## src/rtl/w_seq_fsm_pkg.sv

```systemverilog
// Shared types and encodings for the w_seq_fsm serial-input Moore FSM.
// Build option: define W_SEQ_FSM_ONEHOT_EN for a 6-bit one-hot state register;
// otherwise the state register is 3-bit binary.
package w_seq_fsm_pkg;

  // One-hot encodings (bit index = state position A..F)
  localparam logic [5:0] ONEHOT_A = 6'b000001;
  localparam logic [5:0] ONEHOT_B = 6'b000010;
  localparam logic [5:0] ONEHOT_C = 6'b000100;
  localparam logic [5:0] ONEHOT_D = 6'b001000;
  localparam logic [5:0] ONEHOT_E = 6'b010000;
  localparam logic [5:0] ONEHOT_F = 6'b100000;

  // Binary encodings
  localparam logic [2:0] BIN_A = 3'd0;
  localparam logic [2:0] BIN_B = 3'd1;
  localparam logic [2:0] BIN_C = 3'd2;
  localparam logic [2:0] BIN_D = 3'd3;
  localparam logic [2:0] BIN_E = 3'd4;
  localparam logic [2:0] BIN_F = 3'd5;

`ifdef W_SEQ_FSM_ONEHOT_EN
  localparam int unsigned STATE_W = 6;

  typedef enum logic [STATE_W-1:0] {
    ST_A = ONEHOT_A,
    ST_B = ONEHOT_B,
    ST_C = ONEHOT_C,
    ST_D = ONEHOT_D,
    ST_E = ONEHOT_E,
    ST_F = ONEHOT_F
  } state_t;
`else
  localparam int unsigned STATE_W = 3;

  typedef enum logic [STATE_W-1:0] {
    ST_A = BIN_A,
    ST_B = BIN_B,
    ST_C = BIN_C,
    ST_D = BIN_D,
    ST_E = BIN_E,
    ST_F = BIN_F
  } state_t;
`endif

  // True when exactly one bit of a 6-bit vector is set
  function automatic logic is_onehot6(input logic [5:0] v);
    return (v != 6'd0) && ((v & (v - 6'd1)) == 6'd0);
  endfunction

endpackage

```

## src/rtl/w_seq_fsm_next.sv

```systemverilog
// Next-state and Moore output decode for w_seq_fsm (purely combinational).
// Build option: W_SEQ_FSM_ONEHOT_EN selects per-bit one-hot equations.
module w_seq_fsm_next
  import w_seq_fsm_pkg::*;
(
  input  state_t state,
  input  logic   w,
  output state_t next_state_c,
  output logic   z_c
);

`ifdef W_SEQ_FSM_ONEHOT_EN
  logic [STATE_W-1:0] s;
  logic [STATE_W-1:0] nxt;
  logic               legal;

  // Per-bit next-state equations; any non-one-hot vector falls back to A
  always_comb begin
    s     = state;
    nxt   = ONEHOT_A;
    legal = is_onehot6(s);
    z_c   = 1'b0;
    if (legal) begin
      nxt[0] = (s[0] &  w) | (s[3] &  w);
      nxt[1] =  s[0] & ~w;
      nxt[2] = (s[1] & ~w) | (s[5] & ~w);
      nxt[3] = (s[1] | s[2] | s[4] | s[5]) & w;
      nxt[4] = (s[2] | s[4]) & ~w;
      nxt[5] =  s[3] & ~w;
      z_c    =  s[4] | s[5];
    end
    next_state_c = state_t'(nxt);
  end
`else
  // Transition table; unused codes 6 and 7 fall back to A with z low
  always_comb begin
    next_state_c = ST_A;
    z_c          = 1'b0;
    unique case (state)
      ST_A: next_state_c = w ? ST_A : ST_B;
      ST_B: next_state_c = w ? ST_D : ST_C;
      ST_C: next_state_c = w ? ST_D : ST_E;
      ST_D: next_state_c = w ? ST_A : ST_F;
      ST_E: begin
        next_state_c = w ? ST_D : ST_E;
        z_c          = 1'b1;
      end
      ST_F: begin
        next_state_c = w ? ST_D : ST_C;
        z_c          = 1'b1;
      end
      default: begin
        next_state_c = ST_A;
        z_c          = 1'b0;
      end
    endcase
  end
`endif

endmodule

```

## src/rtl/w_seq_fsm.sv

```systemverilog
// w_seq_fsm top: state register with synchronous reset; z decoded from it.
// Build option: W_SEQ_FSM_ONEHOT_EN (one-hot vs binary state register).
module w_seq_fsm
  import w_seq_fsm_pkg::*;
(
  input  logic clk,
  input  logic reset,
  input  logic w,
  output logic z
);

  state_t state_q;
  state_t state_d;
  logic   z_c;

  w_seq_fsm_next u_next (
    .state        (state_q),
    .w            (w),
    .next_state_c (state_d),
    .z_c          (z_c)
  );

  // State register; reset wins over w
  always_ff @(posedge clk) begin
    if (reset) state_q <= ST_A;
    else       state_q <= state_d;
  end

  assign z = z_c;

endmodule

```

## config.mk

```make
export PLATFORM = sky130hd
export DESIGN_NAME = w_seq_fsm
export DESIGN_NICKNAME = d
export VERILOG_FILES = /design/src/rtl/w_seq_fsm_pkg.sv /design/src/rtl/w_seq_fsm_next.sv /design/src/rtl/w_seq_fsm.sv
export SDC_FILE = /design/constraint.sdc
export NUM_CORES = 1
export LEC_CHECK = 0
export CAP_MARGIN = 20
export CORE_AREA = 4 4 41 43
export DETAILED_ROUTE_END_ITERATION = 16
export DIE_AREA = 0 0 45 47
export PLACE_DENSITY = 0.31
export SYNTH_ARGS = -nofsm -noshare
export SYNTH_HDL_FRONTEND = slang
export SYNTH_HIERARCHICAL = 1
export SYNTH_SLANG_ARGS = --single-unit
```

## constraint.sdc

```tcl
create_clock -name clk -period 1.4 [get_ports clk]
set_clock_uncertainty 0.1 [all_clocks]
set_input_delay 0.42 -clock clk [delete_from_list [all_inputs] [get_ports clk]]
set_output_delay 0.42 -clock clk [all_outputs]
set_load 0.03 [all_outputs]
```

==> results summary, run 1 <==
The flow ran to the end, and the final reports show no timing, DRC or antenna violations. The signal on the critical path passes through nor2b_4 > buf_6. The wire length per cell is 7.49 um. The tightest min-delay check is of the in -> reg type. The share of cells above drive strength 1 came out at 0.367.

The die covers 2120 um2. The post-detailed-route DRC marker count is 0. By area, the combinational part of the netlist is dominated by simple AND/OR/NAND/NOR gates.

The worst path arrival time is 840 ps. The standby leakage power came out at 0.121 nW. The routed layout has 164 vias. Clock tree synthesis found a total of 3 sinks.

The number of global-route vias before repair is 151. In this run the tightest slew margin relative to its limit is 0.886. The cell depth of the worst min-delay path is 4. The count of state elements after synthesis is 3. The maximum fanout along the worst path is 3.

The count of mapped cells out of synthesis came out at 20. Counting tap cells, the placed design contains a total of 39 instances. The sum of negative setup slack is 0 ps. In the final layout, the registers with the most flip-flops are state_q: 3 flops. Of the total synthesized cell area, the portion taken by full adders, half adders and majority gates is 0. The setup path with the least slack is of type reg -> out. The worst hold-check slack is 510 ps.

The count of input and output buffers is 3. Setup repair after global routing could not meet its margin everywhere. The I/O pin count is 4. The register with the most flip-flops in the layout has 3 of them. The leftover overflow at the end of global routing came out at 0. After routing the design area is 275 um2. The worst setup path is captured at an output pin. The total of hold buffers inserted after clock tree synthesis came out at 0.

The site row count is 13. The area of the core came out at 1300 um2. Counting buffers and inverters, the worst setup path is 2 cells deep. The biggest cell delay along the critical path came out at 320 ps.

The horizontal die dimension came out at 45 um. The data required time at the worst endpoint came out at 880 ps. The total CTS buffers came out at 3. The distinct cell type count of the synthesized netlist came out at 10. The top register by number of flip-flops is state_q. The total number of H-tree levels is 1.

The slowest library cell on the worst path is sky130_fd_sc_hd__dfxtp_2. The number of antenna violations at the first check in global routing is 0. Once routing completed, OpenROAD measured the worst setup slack at 36.9 ps.

The initial core utilization came out at 0.122. For the finished layout, the period the worst path requires is 1360 ps. Prior to clock tree synthesis, the placed netlist has a worst setup slack of -205 ps. Measured against the total synthesized area, the mux share comes to 0. The overall power after layout came out at 0.310 mW. The cell family contributing the most delay on the critical path is flip-flops. The highest attainable clock frequency came out at 734 MHz. The post-place instance area is 213 um2. The xor and xnor area share after synthesis came out at 0. The count of nets left with antenna violations once routing finished came out at 0. The total number of yosys warnings came out at 6. The die boundary height came out at 47 um. The count of maximum capacitance violations is 0.

When the netlist entered floorplanning its net count stood at 23. The signed area change from the synthesized netlist to the final layout is 73.2%. The number of buffers and inverters on the critical path came out at 1. For the pin with the worst max-slew slack, the measured transition is 171 ps. The count of final max-slew check failures came out at 0.

The area share of the leading cell type in the synthesized netlist is 0.378. For this block, the routed nets add up to 337 um of wire. The combined global-route utilization of all metal layers came out at 0.0489. The clock-pin slew of the registers on the worst-case setup and hold paths is 40 ps. STA classifies the critical path startpoint as a flop.

The via count normalized by instance count came out at 3.64. The antenna diode count came out at 0. Setup violations remaining at the end of the flow were counted as 0. By area the synthesized netlist is led by sky130_fd_sc_hd__dfxtp_1 (38%), sky130_fd_sc_hd__nand3_1 (13%), sky130_fd_sc_hd__nand2b_1 (12%).

The largest net degree at the start of global routing came out at 7. A synthesized cell averages 7.95 um2. The detailed router's first-iteration violation count came out at 0. Of the available clock period, the critical path in the final layout requires 0.974. The hold violation count in the final report is 0. The simple-gate area share of the yosys netlist came out at 0.591. TritonCTS built the clock tree. The first global-routing pass estimated 627 um of wire. The cell area after synthesis came out at 159 um2.

The depth of the most critical reg-to-reg path came out at 5. The number of buffers on the longest clock path came out at 2. Once layout is complete, the cells apart from fillers number 45. The net total in the final layout is 34.

The largest area contributor in the synthesized netlist is sky130_fd_sc_hd__dfxtp_1. The root cell of the clock tree is sky130_fd_sc_hd__clkbuf_4. The first-pass iteration count of the detailed router came out at 1.

The fraction of the mapped netlist area in compound gates is 0.0315. Of the synthesized area, sequential elements account for 0.378. The fraction of the core area covered by cells at the end of the flow came out at 0.212.

The clock insertion delay at the later pin of the skew report came out at 230 ps. Across the VDD grid, the largest voltage drop is 0.000347 V. The last weighted congestion value of the routability-driven placer came out at 0.604. For this design the ratio of total power to cell area is 1130 nW/um2.
==> kinds of logic (layout without fill, tap and decap cells) <==
group / count (synthesis) / in the layout
DFF: 3 / 3
AOI/OAI and AO/OA: 1 / 1
and+or+nand+nor: 16 / 16
buffers and inverters: 0 / 10
==> path summary, 6_finish.rpt <==
path / to / startpoint / slack, ps
setup reg to reg: state_q[0]$_SDFF_PP0_ / state_q[2]$_SDFF_PP0_ / 220
hold / removal: state_q[2]$_SDFF_PP0_ / w / 510
hold reg to reg: state_q[2]$_SDFF_PP0_ / state_q[1]$_SDFF_PP0_ / 530
setup / recovery: z / state_q[2]$_SDFF_PP0_ / 40
==> Yosys cell counts, drive strengths merged <==
cell,instances
a21oi,1
dfxtp,3
nand2,1
nand2b,3
nand3,4
nor2,2
nor2b,4
or2b,1
or3b,1
==> power by group <==
part           switching, mW  internal, mW
Sequential           0.00961        0.0954
Clock                 0.0397         0.106
Combinational         0.0211        0.0377
Total                 0.0705         0.240
==> cell usage in the layout, fill, tap and decap left out, drive strengths merged <==
cell type / n
a21oi: 1
nand3: 4
clkbuf: 4
nand2b: 3
buf: 4
dlymetal6s2s: 1
nor2: 2
or3b: 1
nor2b: 4
dfxtp: 3
clkdlybuf4s50: 1
nand2: 1
or2b: 1
==> layout make-up <==
| class | count | area, um2 |
|---|---|---|
| clock buffer | 4 | 26.3 |
| fill | 156 | 1030 |
| multi-input combinational | 17 | 111 |
| sequential | 3 | 62.6 |
| tap | 15 | 18.8 |
| timing repair buffer | 6 | 56.3 |
==> per-layer routing <==
metal	vias up	wire length, um	track usage
met5	-	0	0
met4	0	0	0.0526
met3	0	29	0.0460
met2	4	165	0.0424
met1	74	142	0.0590
li1	86	-	-
==> worst reg2reg max path, stage by stage, from the launching register on <==
cell and delay, ps:
sky130_fd_sc_hd__dfxtp_2 320, sky130_fd_sc_hd__buf_4 110, sky130_fd_sc_hd__nor2_1 40, sky130_fd_sc_hd__or3b_1 350, sky130_fd_sc_hd__nand3_1 80, sky130_fd_sc_hd__nor2b_4 120
==> what timing repair did <==
action	CTS	global route
buffers inserted	1	1
endpoints found under the setup margin	1	2
resized for setup	3	4
(Power assumes the default switching activity.)
==> run 2: changes to the inputs <==
--- a/config.mk
+++ b/config.mk
@@ -10,6 +10,7 @@
 export DETAILED_ROUTE_END_ITERATION = 16
 export DIE_AREA = 0 0 45 47
 export PLACE_DENSITY = 0.31
+export SKIP_CTS_REPAIR_TIMING = 1
 export SYNTH_ARGS = -nofsm -noshare
 export SYNTH_HDL_FRONTEND = slang
 export SYNTH_HIERARCHICAL = 1
==> results summary, run 2 (synthesis gave the netlist of run 1 again) <==
The flow ran to the end, and the final reports show no timing, DRC or antenna violations. Clock-pin slew was measured on the worst setup and hold paths at 40 ps. In the layout the commonest cells are sky130_fd_sc_hd__nand3_1 (4), sky130_fd_sc_hd__clkbuf_4 (3), sky130_fd_sc_hd__nand2b_1 (3), sky130_fd_sc_hd__buf_4 (3). The number of global-route vias before repair is 143.

For met1 alone, demand over resource in global routing was 0.0567. TritonCTS built the clock tree. The signed area change from the synthesized netlist to the final layout is 73.2%. For this run, design rule violations remaining after detail routing come to 0.

The number of antenna violations at the first check in global routing is 0. STA classifies the critical path endpoint as an output pin. The initial utilization of the core area, before any placement, comes to 0.122. The total clock sinks is 3.

After global routing the overflow that remains totals 0. The final critical-path share of the clock period came out at 0.981. The depth of the most critical reg-to-reg path is 5. The die is 47 um tall. The classification of the worst-slack hold path is in -> reg.

The via count normalized by instance count came out at 3.56. Once detail routing completed, the nets flagged for antenna violations numbered 0. The transition at the pin with the smallest max-transition slack came out at 172 ps.

The via count of the routed design came out at 160. The site row count is 13. The combined global-route utilization of all metal layers is 0.0458. The global-route wire length before repair came out at 579 um. The net switching power came out at 0.0709 mW. The detailed router's first-iteration violation count is 1. The horizontal die dimension is 45 um.

In the final layout, the registers with the most flip-flops are state_q: 3 flops. The fraction of power consumed by combinational cells came out at 0.191. The wire length per cell came out at 7.31 um. After detailed placement, the design holds a cell count of 39. The worst register-to-register path ends at state_q[0]$_SDFF_PP0_. The antenna diode count is 0. In the final timing run, aggregate negative setup slack is 0 ps. Of the total power, the share spent switching nets is 0.228. The total detailed-routing wirelength is 329 um. Derived from the worst setup path, the maximum achievable clock frequency is 728 MHz. Setup repair after global routing could not meet its margin everywhere.

The final setup violation count came out at 0. For met2 alone, demand over resource in global routing was 0.0339. The share of total power in the clock network is 0.471.

The last weighted congestion value of the routability-driven placer came out at 0.604. In this run the number of H-tree levels came out at 1. The post-layout minimum cycle time came out at 1370 ps. The hold violation count in the final report came out at 0.

The finished layout holds 45 standard cells, fillers aside. In this run the worst setup path terminates at z. The standby leakage power is 0.121 nW. The net total in the final layout came out at 34. The area of the die came out at 2120 um2. The share of cells above drive strength 1 is 0.367. STA classifies the critical path startpoint as a flop. The first-pass iteration count of the detailed router is 3. The proportion of power drawn by flip-flops and latches came out at 0.338. In this run the critical register-to-register path is launched from state_q[2]$_SDFF_PP0_. The headroom to the max-slew limit is 0.885. Across the run, the number of max-cap violations was 0. The critical path start-end classification is reg -> out.

The root cell of the clock tree is sky130_fd_sc_hd__clkbuf_4. The number of buffers on the longest clock path came out at 2. In this run the worst setup path begins at state_q[2]$_SDFF_PP0_.

The total CTS buffers is 3. The most common cell after layout, fill and taps aside is sky130_fd_sc_hd__nand3_1. Clock latency on the worst-skew pair, taken at its later pin, is 230 ps. The register-to-register path setup slack came out at 220 ps. The maximum fanout along the worst path is 3. The area of the core is 1300 um2. The met3 track demand over resource in global routing came out at 0.0460.

The count of final max-slew check failures is 0. The number of flip-flops under the largest register name is 3. 4 I/O pins were placed.

In this run the power density over the cells is 1130 nW/um2. The maximum VDD drop is 0.000348 V. In this run the most used layer during global routing was met1. The count of input and output buffers is 3.

Ranked by flip-flop count, first place goes to state_q. At the worst endpoint, the arrival time is 850 ps. Entering global routing, the biggest net connects 7 pins. The data required time at the worst endpoint is 880 ps.

The cell-internal power came out at 0.240 mW.
==> run 2: worst max-delay path, cell delays in order (launching register included) <==
cell and delay (ps):
sky130_fd_sc_hd__dfxtp_2 320, sky130_fd_sc_hd__nor2b_4 160, sky130_fd_sc_hd__buf_6 140
==> run 2: final cells by class <==
class / count / area (um2)
repair buffers: 6 / 56.3
fillers: 154 / 1030
clock buffers: 4 / 26.3
flip-flops and latches: 3 / 62.6
well taps: 15 / 18.8
multi-input cells: 17 / 111
==> run 2: how the worst min path moves through the flow <==
stage	cells after the start	endpoint	startpoint	slack (ps)
finish	4	state_q[2]$_SDFF_PP0_	w	510
global route	4	state_q[2]$_SDFF_PP0_	w	560
CTS	3	state_q[2]$_SDFF_PP0_	state_q[1]$_SDFF_PP0_	560
detailed placement	3	state_q[2]$_SDFF_PP0_	state_q[1]$_SDFF_PP0_	550
global placement	3	state_q[2]$_SDFF_PP0_	state_q[1]$_SDFF_PP0_	550
floorplan	1	state_q[0]$_SDFF_PP0_	reset	390
==> run 2: layer usage <==
layer  up-vias  wire length [um]
met4         0                 0
met5         -                 0
met1        70               155
met3         0                31
met2         4               142
li1         86                 -
==> run 2: metrics by stage <==
stage	instance area (um2)	total power, mW	setup slack (ps)	utilization	hold WS [ps]
after floorplan	159	0.136	188	-	392
after global placement	213	0.154	-219	0.163	555
after detailed placement	213	0.153	-205	0.163	553
after CTS	239	0.306	-76.5	0.184	561
after global routing	275	0.339	-26.6	0.212	556
final	275	0.310	27.0	0.212	513
==> run 2: power by group through the flow <==
stage / registers [mW] / logic, mW / clock network, mW
floorplan: 0.102 / 0.0339 / 0
global placement: 0.105 / 0.0497 / 0
detailed placement: 0.104 / 0.0488 / 0
CTS: 0.103 / 0.0496 / 0.154
global route: 0.107 / 0.0665 / 0.165
finish: 0.105 / 0.0593 / 0.146
==> RTL edit (settings of run 2) <==
The package constant `STATE_W` goes from 3 to 4.
--- a/src/rtl/w_seq_fsm_pkg.sv
+++ b/src/rtl/w_seq_fsm_pkg.sv
@@ -31,7 +31,7 @@
     ST_F = ONEHOT_F
   } state_t;
 `else
-  localparam int unsigned STATE_W = 3;
+  localparam int unsigned STATE_W = 4;
 
   typedef enum logic [STATE_W-1:0] {
     ST_A = BIN_A,
Formal check against the unedited RTL: same outputs for any inputs over 10 cycles, from zero or initial values and one cycle with reset high; that may be too few to reach the edited logic, so the function may still have changed.
==> RTL edit against run 2 <==
Largest power group unchanged; sequential cell count increased by 1; design area increased by 6.8%; highest routed layer unchanged; worst setup slack worse by 0.060 ns; utilization rose by 1.4 points; the flow now finishes with violations (setup timing); total power about the same; synthesized area grew 31%; synthesized cell count increased by 30%; routed wire length is 20% higher; first-iteration DRC count down 100%.
==> RTL edit: results (changes against run 2) <==
| Metric | Value |
|---|---|
| Status | finished with violations |
| Failing checks | setup timing |
| Starting DRT DRC Count | 0 (-1) |
| Post-synthesis mux area share | 0% (unchanged) |
| # diodes | 0 (unchanged) |
| Crit path DAT | 0.91 ns (+0.06 ns) |
| DP Area | 265 µm² (+25%) |
| Pleak | 0.119 nW (-1.2%) |
| Share of cells above drive strength 1 | 27.3% (-9.4 points) |
| Post-Synth Adder-Cell Area | 0% (unchanged) |
| Worst VDD drop | 0.298 mV (-15%) |
| Worst Hold Class | reg -> reg |
| Fill cells | 152 (-1.3%) |
| Biggest regs | state_q x4 |
| CTS Buffer Depth | 2 (unchanged) |
| Final worst setup slack | -0.0325 ns (-0.0595 ns) |
| GRT overflow | 0 (unchanged) |
| Synth cell count leaders | dfxtp_1, nor2_1, nor2b_1 |
| Clock slew seen by the registers of the worst setup and hold paths | 0.03 ns |
| Syn nets | 29 (+26%) |
| Post-Route WL | 394 µm (+20%) |
| Pre-antenna DRT Iters | 1 (-2) |
| DR vias | 178 (+11%) |
| Clk_lat worst skew | 0.23 ns (about the same) |
| Top post-synthesis cells by area | dfxtp_1, nor2b_1, nor2_1 |
| Antenna violations before repair | 0 (unchanged) |
| Yosys cell types | 15 (+5) |
| Final setup viols | 1 (+1) |
| Synth async-reset ratio | 0% (unchanged) |
| Crit path max fanout | 2 (-1) |
| Max reg flops | 4 (+1) |
| Sequential area share after synthesis | 38.3% (+0.53 points) |
| Hold Violations, Final | 0 (unchanged) |
| Largest net degree at the start of global routing | 7 (unchanged) |
| Wire length per cell | 8.21 µm (+12%) |
| Vias in the first global route | 160 (+12%) |
| Area of the multi-input gates | 116 µm² (+4.5%) |
| GP Congestion | 0.633 (+4.8%) |
| Synth Area in Compound Gates | 21.0% (+18 points) |
| Hpwl dp | 296 µm |
| Placed Cells | 45 (+15%) |
| Ys flop type | dfxtp_1 |
| I/O Buffers | 3 (unchanged) |
| Final nets | 38 (+12%) |
| CTS root buf | clkbuf_4 |
| Syn. warnings | 6 (unchanged) |
| XOR/XNOR share of the synthesized area | 4.19% (+4.2 points) |
| Num CTS Buffers | 3 (unchanged) |
| First-pass GRT wire length | 662 µm (+14%) |
| Avg Cell Area, Syn | 8.04 µm² (+1.2%) |
| H-tree depth | 1 (unchanged) |
| Total GRT Usage | 5.06% (+0.48 points) |
RTL edit: metal layers:
layer	vias up	global-route usage, %	share of wire (%)
li1	100	-	-
met1	75	4.55	45
met2	3	6.21	47
met3	0	3.83	8.1
met4	0	7.02	0
met5	-	0	0
RTL edit: worst paths after layout:
kind | startpoint | cells past startpoint | endpoint | slack, ns
setup reg to reg | state_q[1] | 5 | state_q[1] | 0.24
hold reg to reg | state_q[3] | 2 | state_q[1] | 0.49
hold / removal | state_q[3] | 2 | state_q[1] | 0.49
setup / recovery | state_q[1] | 3 | z | -0.03
RTL edit: kinds of logic after synthesis:
| group | count (synthesis) |
|---|---|
| AOI/OAI and AO/OA | 6 |
| and+or+nand+nor | 11 |
| DFF | 4 |
| buffers and inverters | 3 |
| other | 1 |
| xor gates and xnor gates | 1 |
RTL edit: metrics by stage:
step | setup slack (ns) | TNS (ns)
2_1_floorplan | 0.106 | 0
3_3_place_gp | -0.349 | -0.864
3_5_place_dp | -0.346 | -0.873
4_1_cts | -0.136 | -0.315
5_1_grt | -0.0834 | -0.0834
6_report | -0.0325 | -0.0325
RTL edit: power by group:
group          switching (mW)  internal, mW  leakage, nW  total (mW)
logic                  0.0190        0.0272       0.0718      0.0462
clock network          0.0414        0.0955       0.0138       0.137
registers             0.00727         0.120       0.0336       0.127
RTL edit: worst max-delay path, stage by stage, from the launching register on:
cell	delay, ns
dfxtp_1	0.29
nand2b_1	0.16
nor2_2	0.08
buf_4	0.16
RTL edit: layout make-up:
cell class | instances | area share [%]
sequential | 4 | 28.5
clock buffer | 3 | 7.66
multi-input combinational | 19 | 39.6
timing repair buffer | 5 | 15.3
inverter | 2 | 2.55
tap | 15 | 6.38
